===== src/rtl/lcd_frame_sched_if.sv =====
// Bundles the command, pixel-source and serializer-byte signals of lcd_frame_sched.
// Latency: none; this only groups wires.
// Backpressure: the byte stream uses valid/ready; the cmd and pixel sides use a request plus a one-cycle ready pulse.
interface lcd_frame_sched_if;
  logic        enable;
  logic        cmd_valid;
  logic [8:0]  cmd_data;
  logic        cmd_ready;
  logic        pixel_valid;
  logic [23:0] pixel_data;
  logic        pixel_ready;
  logic [11:0] pixel_hpos;
  logic [11:0] pixel_vpos;
  logic        byte_valid;
  logic [7:0]  byte_data;
  logic        byte_dc;
  logic        byte_last;
  logic        byte_ready;
  logic        frame_busy;
  logic        frame_done;

  // Scheduler side: owns the byte stream, the position and the status flags.
  modport master (
    input  enable, cmd_valid, cmd_data, pixel_valid, pixel_data, byte_ready,
    output cmd_ready, pixel_ready, pixel_hpos, pixel_vpos,
           byte_valid, byte_data, byte_dc, byte_last, frame_busy, frame_done
  );

  // Environment side: CPU command port, pixel source and serializer.
  modport slave (
    output enable, cmd_valid, cmd_data, pixel_valid, pixel_data, byte_ready,
    input  cmd_ready, pixel_ready, pixel_hpos, pixel_vpos,
           byte_valid, byte_data, byte_dc, byte_last, frame_busy, frame_done
  );
endinterface


===== src/rtl/lcd_frame_sched.sv =====
// Arbitrates the SPI LCD byte serializer between CPU commands and the frame stream (window setup, then RGB565 pixels).
// Latency: a request is seen one cycle after cmd_valid/enable; bytes go back-to-back; each pixel adds one fetch cycle.
// Backpressure: all byte outputs are registered and held until byte_valid && byte_ready; pixel_valid low stalls the stream indefinitely.
module lcd_frame_sched #(
  parameter int H_DISP = 135,
  parameter int V_DISP = 240,
  parameter int X_OFS  = 52,
  parameter int Y_OFS  = 40
) (
  input  logic              clk,
  input  logic              rstn,
  lcd_frame_sched_if.master bus
);

  typedef enum logic [2:0] {
    IDLE,
    CMD,
    WIN,
    PIX_HI,
    PIX_LO
  } state_t;

  localparam logic [3:0]  WIN_LAST = 4'd10;
  localparam logic [15:0] X_FIRST  = 16'(X_OFS);
  localparam logic [15:0] X_END    = 16'(X_OFS + H_DISP - 1);
  localparam logic [15:0] Y_FIRST  = 16'(Y_OFS);
  localparam logic [15:0] Y_END    = 16'(Y_OFS + V_DISP - 1);
  localparam logic [11:0] H_LAST   = 12'(H_DISP - 1);
  localparam logic [11:0] V_LAST   = 12'(V_DISP - 1);

  state_t      state;
  logic [3:0]  win_idx;
  logic [7:0]  pix_lo;

  logic        xfer;
  logic [8:0]  win_first;
  logic [8:0]  win_next;
  logic [15:0] rgb565;
  logic        unused_pix_bits;

  // Window setup sequence, returned as {dc, byte}: CASET + column range, RASET + row range, RAMWR.
  function automatic logic [8:0] win_byte(input logic [3:0] i);
    logic [8:0] b;
    b = {1'b0, 8'h2C};
    case (i)
      4'd0:    b = {1'b0, 8'h2A};
      4'd1:    b = {1'b1, X_FIRST[15:8]};
      4'd2:    b = {1'b1, X_FIRST[7:0]};
      4'd3:    b = {1'b1, X_END[15:8]};
      4'd4:    b = {1'b1, X_END[7:0]};
      4'd5:    b = {1'b0, 8'h2B};
      4'd6:    b = {1'b1, Y_FIRST[15:8]};
      4'd7:    b = {1'b1, Y_FIRST[7:0]};
      4'd8:    b = {1'b1, Y_END[15:8]};
      4'd9:    b = {1'b1, Y_END[7:0]};
      4'd10:   b = {1'b0, 8'h2C};
      default: b = {1'b0, 8'h2C};
    endcase
    return b;
  endfunction

  assign xfer      = bus.byte_valid && bus.byte_ready;
  assign win_first = win_byte(4'd0);
  assign win_next  = win_byte(win_idx + 4'd1);

  // RGB888 -> RGB565 keeps the top 5/6/5 bits of each channel; the dropped low bits are collected here.
  assign rgb565          = {bus.pixel_data[23:19], bus.pixel_data[15:10], bus.pixel_data[7:3]};
  assign unused_pix_bits = ^{bus.pixel_data[18:16], bus.pixel_data[9:8], bus.pixel_data[2:0]};

  // Scheduler FSM: every output is a register, updated only on accept/transfer events.
  always_ff @(posedge clk or negedge rstn) begin
    if (!rstn) begin
      state           <= IDLE;
      win_idx         <= 4'd0;
      pix_lo          <= 8'd0;
      bus.cmd_ready   <= 1'b0;
      bus.pixel_ready <= 1'b0;
      bus.pixel_hpos  <= 12'd0;
      bus.pixel_vpos  <= 12'd0;
      bus.byte_valid  <= 1'b0;
      bus.byte_data   <= 8'd0;
      bus.byte_dc     <= 1'b1;
      bus.byte_last   <= 1'b1;
      bus.frame_busy  <= 1'b0;
      bus.frame_done  <= 1'b0;
    end else begin
      // Handshake acknowledgements are single-cycle pulses.
      bus.cmd_ready   <= 1'b0;
      bus.pixel_ready <= 1'b0;
      bus.frame_done  <= 1'b0;

      case (state)
        IDLE: begin
          // Commands win over a pending frame; frames never interleave with commands.
          if (bus.cmd_valid) begin
            bus.cmd_ready  <= 1'b1;
            bus.byte_valid <= 1'b1;
            bus.byte_data  <= bus.cmd_data[7:0];
            bus.byte_dc    <= bus.cmd_data[8];
            bus.byte_last  <= 1'b1;
            state          <= CMD;
          end else if (bus.enable) begin
            win_idx        <= 4'd0;
            bus.frame_busy <= 1'b1;
            bus.byte_valid <= 1'b1;
            bus.byte_data  <= win_first[7:0];
            bus.byte_dc    <= win_first[8];
            bus.byte_last  <= 1'b1;
            state          <= WIN;
          end
        end

        CMD: begin
          if (xfer) begin
            bus.byte_valid <= 1'b0;
            state          <= IDLE;
          end
        end

        WIN: begin
          // Each window byte is its own CS frame; the next one is loaded on the transfer edge.
          if (xfer) begin
            if (win_idx == WIN_LAST) begin
              bus.byte_valid <= 1'b0;
              state          <= PIX_HI;
            end else begin
              win_idx       <= win_idx + 4'd1;
              bus.byte_data <= win_next[7:0];
              bus.byte_dc   <= win_next[8];
            end
          end
        end

        PIX_HI: begin
          // byte_valid low here means the pixel has not been fetched yet; wait for the source.
          if (!bus.byte_valid) begin
            if (bus.pixel_valid) begin
              bus.byte_valid <= 1'b1;
              bus.byte_data  <= rgb565[15:8];
              bus.byte_dc    <= 1'b1;
              bus.byte_last  <= 1'b0;
              pix_lo         <= rgb565[7:0];
            end
          end else if (xfer) begin
            bus.byte_data <= pix_lo;
            bus.byte_last <= 1'b1;
            state         <= PIX_LO;
          end
        end

        PIX_LO: begin
          // Pixel consumed: release it to the source and step the raster position.
          if (xfer) begin
            bus.byte_valid  <= 1'b0;
            bus.pixel_ready <= 1'b1;
            state           <= PIX_HI;
            if (bus.pixel_hpos == H_LAST) begin
              bus.pixel_hpos <= 12'd0;
              if (bus.pixel_vpos == V_LAST) begin
                bus.pixel_vpos <= 12'd0;
                bus.frame_done <= 1'b1;
                bus.frame_busy <= 1'b0;
                state          <= IDLE;
              end else begin
                bus.pixel_vpos <= bus.pixel_vpos + 12'd1;
              end
            end else begin
              bus.pixel_hpos <= bus.pixel_hpos + 12'd1;
            end
          end
        end

        default: state <= IDLE;
      endcase
    end
  end

endmodule


===== src/flat_wrapper.sv =====
// flat-port wrapper written by rule: the top's interface ports become plain ports
module lcd_frame_sched_flat 
#(
  parameter int H_DISP = 135,
  parameter int V_DISP = 240,
  parameter int X_OFS  = 52,
  parameter int Y_OFS  = 40
)
  (clk, rstn, bus_enable, bus_cmd_valid, bus_cmd_data, bus_pixel_valid, bus_pixel_data, bus_byte_ready, bus_cmd_ready, bus_pixel_ready, bus_pixel_hpos, bus_pixel_vpos, bus_byte_valid, bus_byte_data, bus_byte_dc, bus_byte_last, bus_frame_busy, bus_frame_done);
  lcd_frame_sched_if bus_i ();
  input  logic clk;
  input  logic rstn;
  input wire logic [$bits(bus_i.enable)-1:0] bus_enable;
  input wire logic [$bits(bus_i.cmd_valid)-1:0] bus_cmd_valid;
  input wire logic [$bits(bus_i.cmd_data)-1:0] bus_cmd_data;
  input wire logic [$bits(bus_i.pixel_valid)-1:0] bus_pixel_valid;
  input wire logic [$bits(bus_i.pixel_data)-1:0] bus_pixel_data;
  input wire logic [$bits(bus_i.byte_ready)-1:0] bus_byte_ready;
  output wire logic [$bits(bus_i.cmd_ready)-1:0] bus_cmd_ready;
  output wire logic [$bits(bus_i.pixel_ready)-1:0] bus_pixel_ready;
  output wire logic [$bits(bus_i.pixel_hpos)-1:0] bus_pixel_hpos;
  output wire logic [$bits(bus_i.pixel_vpos)-1:0] bus_pixel_vpos;
  output wire logic [$bits(bus_i.byte_valid)-1:0] bus_byte_valid;
  output wire logic [$bits(bus_i.byte_data)-1:0] bus_byte_data;
  output wire logic [$bits(bus_i.byte_dc)-1:0] bus_byte_dc;
  output wire logic [$bits(bus_i.byte_last)-1:0] bus_byte_last;
  output wire logic [$bits(bus_i.frame_busy)-1:0] bus_frame_busy;
  output wire logic [$bits(bus_i.frame_done)-1:0] bus_frame_done;
  assign bus_i.enable = bus_enable;
  assign bus_i.cmd_valid = bus_cmd_valid;
  assign bus_i.cmd_data = bus_cmd_data;
  assign bus_i.pixel_valid = bus_pixel_valid;
  assign bus_i.pixel_data = bus_pixel_data;
  assign bus_i.byte_ready = bus_byte_ready;
  assign bus_cmd_ready = bus_i.cmd_ready;
  assign bus_pixel_ready = bus_i.pixel_ready;
  assign bus_pixel_hpos = bus_i.pixel_hpos;
  assign bus_pixel_vpos = bus_i.pixel_vpos;
  assign bus_byte_valid = bus_i.byte_valid;
  assign bus_byte_data = bus_i.byte_data;
  assign bus_byte_dc = bus_i.byte_dc;
  assign bus_byte_last = bus_i.byte_last;
  assign bus_frame_busy = bus_i.frame_busy;
  assign bus_frame_done = bus_i.frame_done;
  lcd_frame_sched #(.H_DISP(H_DISP), .V_DISP(V_DISP), .X_OFS(X_OFS), .Y_OFS(Y_OFS)) u_core (.clk(clk), .rstn(rstn), .bus(bus_i));
endmodule

===== config.mk =====
export PLATFORM = sky130hd
export DESIGN_NAME = lcd_frame_sched_flat
export DESIGN_NICKNAME = d
export VERILOG_FILES = /design/src/rtl/lcd_frame_sched_if.sv /design/src/rtl/lcd_frame_sched.sv /design/src/flat_wrapper.sv
export SDC_FILE = /design/constraint.sdc
export NUM_CORES = 1
export LEC_CHECK = 0
export CORE_ASPECT_RATIO = 1.25
export CORE_UTILIZATION = 45
export CTS_CLUSTER_DIAMETER = 30
export DETAILED_ROUTE_END_ITERATION = 7
export PLACE_DENSITY = 0.77
export SLEW_MARGIN = 20
export SYNTH_ARGS = -nofsm -noshare
export SYNTH_HDL_FRONTEND = slang
export SYNTH_SLANG_ARGS = --single-unit
export TNS_END_PERCENT = 5

===== constraint.sdc =====
create_clock -name clk -period 2.1 [get_ports clk]
set_input_delay 0.525 -clock clk [delete_from_list [all_inputs] [get_ports clk]]
set_output_delay 0.525 -clock clk [all_outputs]
set_load 0.05 [all_outputs]

==> impl_metrics.json <==
{
  "cts.sinks": 54,
  "routabilityCongestion": 0.877,
  "met1_usage": 0.263,
  "area_growth_pct": 34.5,
  "die_h_um": 95.5,
  "grt_max_degree": 55,
  "worstSetupPathDepth": 1,
  "io_buffers": 69,
  "crit_end": "bus_byte_data[0]",
  "final_common_cell": "buf_4",
  "fin_tns_setup_ns": 0,
  "drc": 0,
  "r2r_start": "u_core.win_idx[1]",
  "crit_start": "u_core.bus.byte_data[0]",
  "grt-ovfl-total": 0,
  "busiest_layer": "met2",
  "vias": 2789,
  "core_area_mm2": 0.00665,
  "path_clk_slew_ns": 0.10,
  "first_iter_violations": 88,
  "peakVddDrop_uv": 537,
  "hold_viol_final": 0,
  "grt_pass1_vias": 2724,
  "fillCellCount": 532,
  "most-common-layout-cells": "51 x buf_4, 50 x dfrtp_1, 41 x clkdlybuf4s50_1",
  "cap_violations": 0,
  "maxSlewHeadroom": 0.646,
  "powerDensity_mw_per_mm2": 1100,
  "period_share": 0.963,
  "gr-usage-all-layers": 0.220,
  "grt_pass1_wl_um": 12700,
  "worstSetupEndpointType": "output pin",
  "synth_area_mm2": 0.00315,
  "crit_buf_inv": 1,
  "reg2reg_to": "u_core.bus.byte_data[4]",
  "clock_skew_ns": 0.00672,
  "synth_warnings": 0,
  "wl_um": 7730,
  "setup_slack_ns": 0.0769,
  "synth-async-reset-ratio": 1.00,
  "yosys_register_bits": 54,
  "path_class": "register to output pin",
  "finalSetupViolCount": 0,
  "crit_family": "buffers and inverters",
  "crit_arrival_ns": 1.50,
  "cts_inserted_buffers": 5,
  "grt_use_met2": 0.396,
  "final_util": 0.637,
  "drive_gt1_frac": 0.235,
  "worstPathMaxFanout": 2,
  "ff2ff_path_depth": 7,
  "ys_seq_area_frac": 0.430,
  "worst_pin_slew_ns": 0.527,
  "outcome": "finished clean",
  "dieArea_mm2": 0.00733,
  "grt_setup_unrepaired": "false",
  "worstPathRequired_ns": 1.57,
  "fp-row-count": 33,
  "diodes": 0,
  "hold_path_class": "input pin to asynchronous set/reset pin",
  "synth_edf_count": 0,
  "clockRootBuffer": "clkbuf_8",
  "start_util": 0.473,
  "multi_input_area_mm2": 0.00169,
  "cts.hold.buffers_added": 0,
  "wl_per_cell_um": 15.2,
  "clk_path_buf_depth": 2,
  "place_ws_ns": -0.123,
  "ff_latch_area_mm2": 0.00136,
  "antenna_found_initial": 0,
  "power_leakage_uw": 0.00197,
  "die_w_um": 76.8,
  "ant_nets": 0,
  "io_pins": 78,
  "synth_cell_types": 60,
  "fmax_ghz": 0.494,
  "ys.flop_type": "dfrtp_1",
  "dp_hpwl_um": 5810,
  "max_stage_delay_ns": 0.81,
  "vias_per_cell": 5.49,
  "power_uw": 4640,
  "cts_setup_buffers": 0,
  "avgSynthCellArea_um2": 9.83,
  "synth_cells": 320,
  "use_met3": 0.0402,
  "cts_tree": "built",
  "firstDrtPassIters": 4,
  "syn-num-nets": 370,
  "start_kind": "register",
  "htree_levels": 2,
  "nets": 470,
  "slew_viol_final": 0,
  "rrSetupSlack_ns": 0.10,
  "clock_latency_ns": 0.31,
  "crit_slowest_cell": "clkdlybuf4s50_1",
  "min_period_ns": 2.02,
  "crit_chain": "clkdlybuf4s50_1"
}
## cells by family after synthesis
logic type | share of synthesized area
AO/OA/AOI/OAI | 0.128
XOR/XNOR | 0.0418
adder cells (fa/ha/maj) | 0.0438
buffers and inverters | 0.0346
flip-flops | 0.430
multiplexers | 0.0907
AND/OR/NAND/NOR | 0.230
## cell type report
cell class | count | share of cell area
tap | 87 | 0.0257
inverter | 10 | 0.0101
clock inverter | 1 | 0.00207
multi-input combinational | 245 | 0.398
sequential | 54 | 0.321
clock buffer | 7 | 0.0204
timing repair buffer | 104 | 0.223
## state kept, by name (all words and copies together), names as in the netlist, 3 cells and up
signal / flops
u_core.bus.byte_data: 8
u_core.bus.pixel_hpos: 12
u_core.bus.pixel_vpos: 12
u_core.pix_lo: 8
u_core.state: 3
u_core.win_idx: 4
## where the power goes
part	internal (uW)	switching (uW)
Clock	274	352
Sequential	1300	207
Combinational	1110	1400
Total	2680	1960
## synth_stat cells (all sizes together) (4+ instances only)
cell type  count  area, um2
dfrtp         52       1300
nand2         33        126
nand3         22        110
nor2          22       87.6
o21ai         20        100
mux2          17        195
a21oi         12       60.1
ha            11        138
xnor2         11       96.3
nand2b        10       70.1
inv            9       33.8
mux2i          9       90.1
o31ai          9       67.6
and3           8       50.1
buf            8       55.1
nor3           7       40.0
nor4           5       52.6
a31oi          4       25.0
nor3b          4       41.3
xor2           4       35.0
## per-stage QoR
stage / hold WS (ns) / std cells / cell area, um2
final: 0.193 / 508 / 4230
after CTS: 0.201 / 508 / 4220
after global placement: 0.460 / 500 / 4130
after floorplan: 0.229 / 320 / 3150
after detailed placement: 0.471 / 500 / 4130
after global routing: 0.210 / 508 / 4230
## worst min path at each step
stage                                  from                 endpoint  depth (start not counted)
CTS                                    rstn     u_core.bus.cmd_ready                          2
detailed placement  u_core.bus.byte_data[3]  u_core.bus.byte_data[3]                          2
floorplan                              rstn  u_core.bus.byte_data[0]                          0
finish                                 rstn     u_core.bus.cmd_ready                          2
global route                           rstn     u_core.bus.cmd_ready                          2
global placement    u_core.bus.byte_data[3]  u_core.bus.byte_data[3]                          2
## layer usage
metal,part of all wire,vias up
met1,0.42,1337
met2,0.50,90
met5,0,-
met4,0.021,0
li1,-,1350
met3,0.057,12
## repair_timing
| action | 4_1_cts | 5_1_grt |
|---|---|---|
| setup endpoints to repair | 4 | 5 |
| gates resized for setup | 4 | 5 |
| hold endpoints to repair | 0 | 0 |
(Power assumes the default switching activity.)
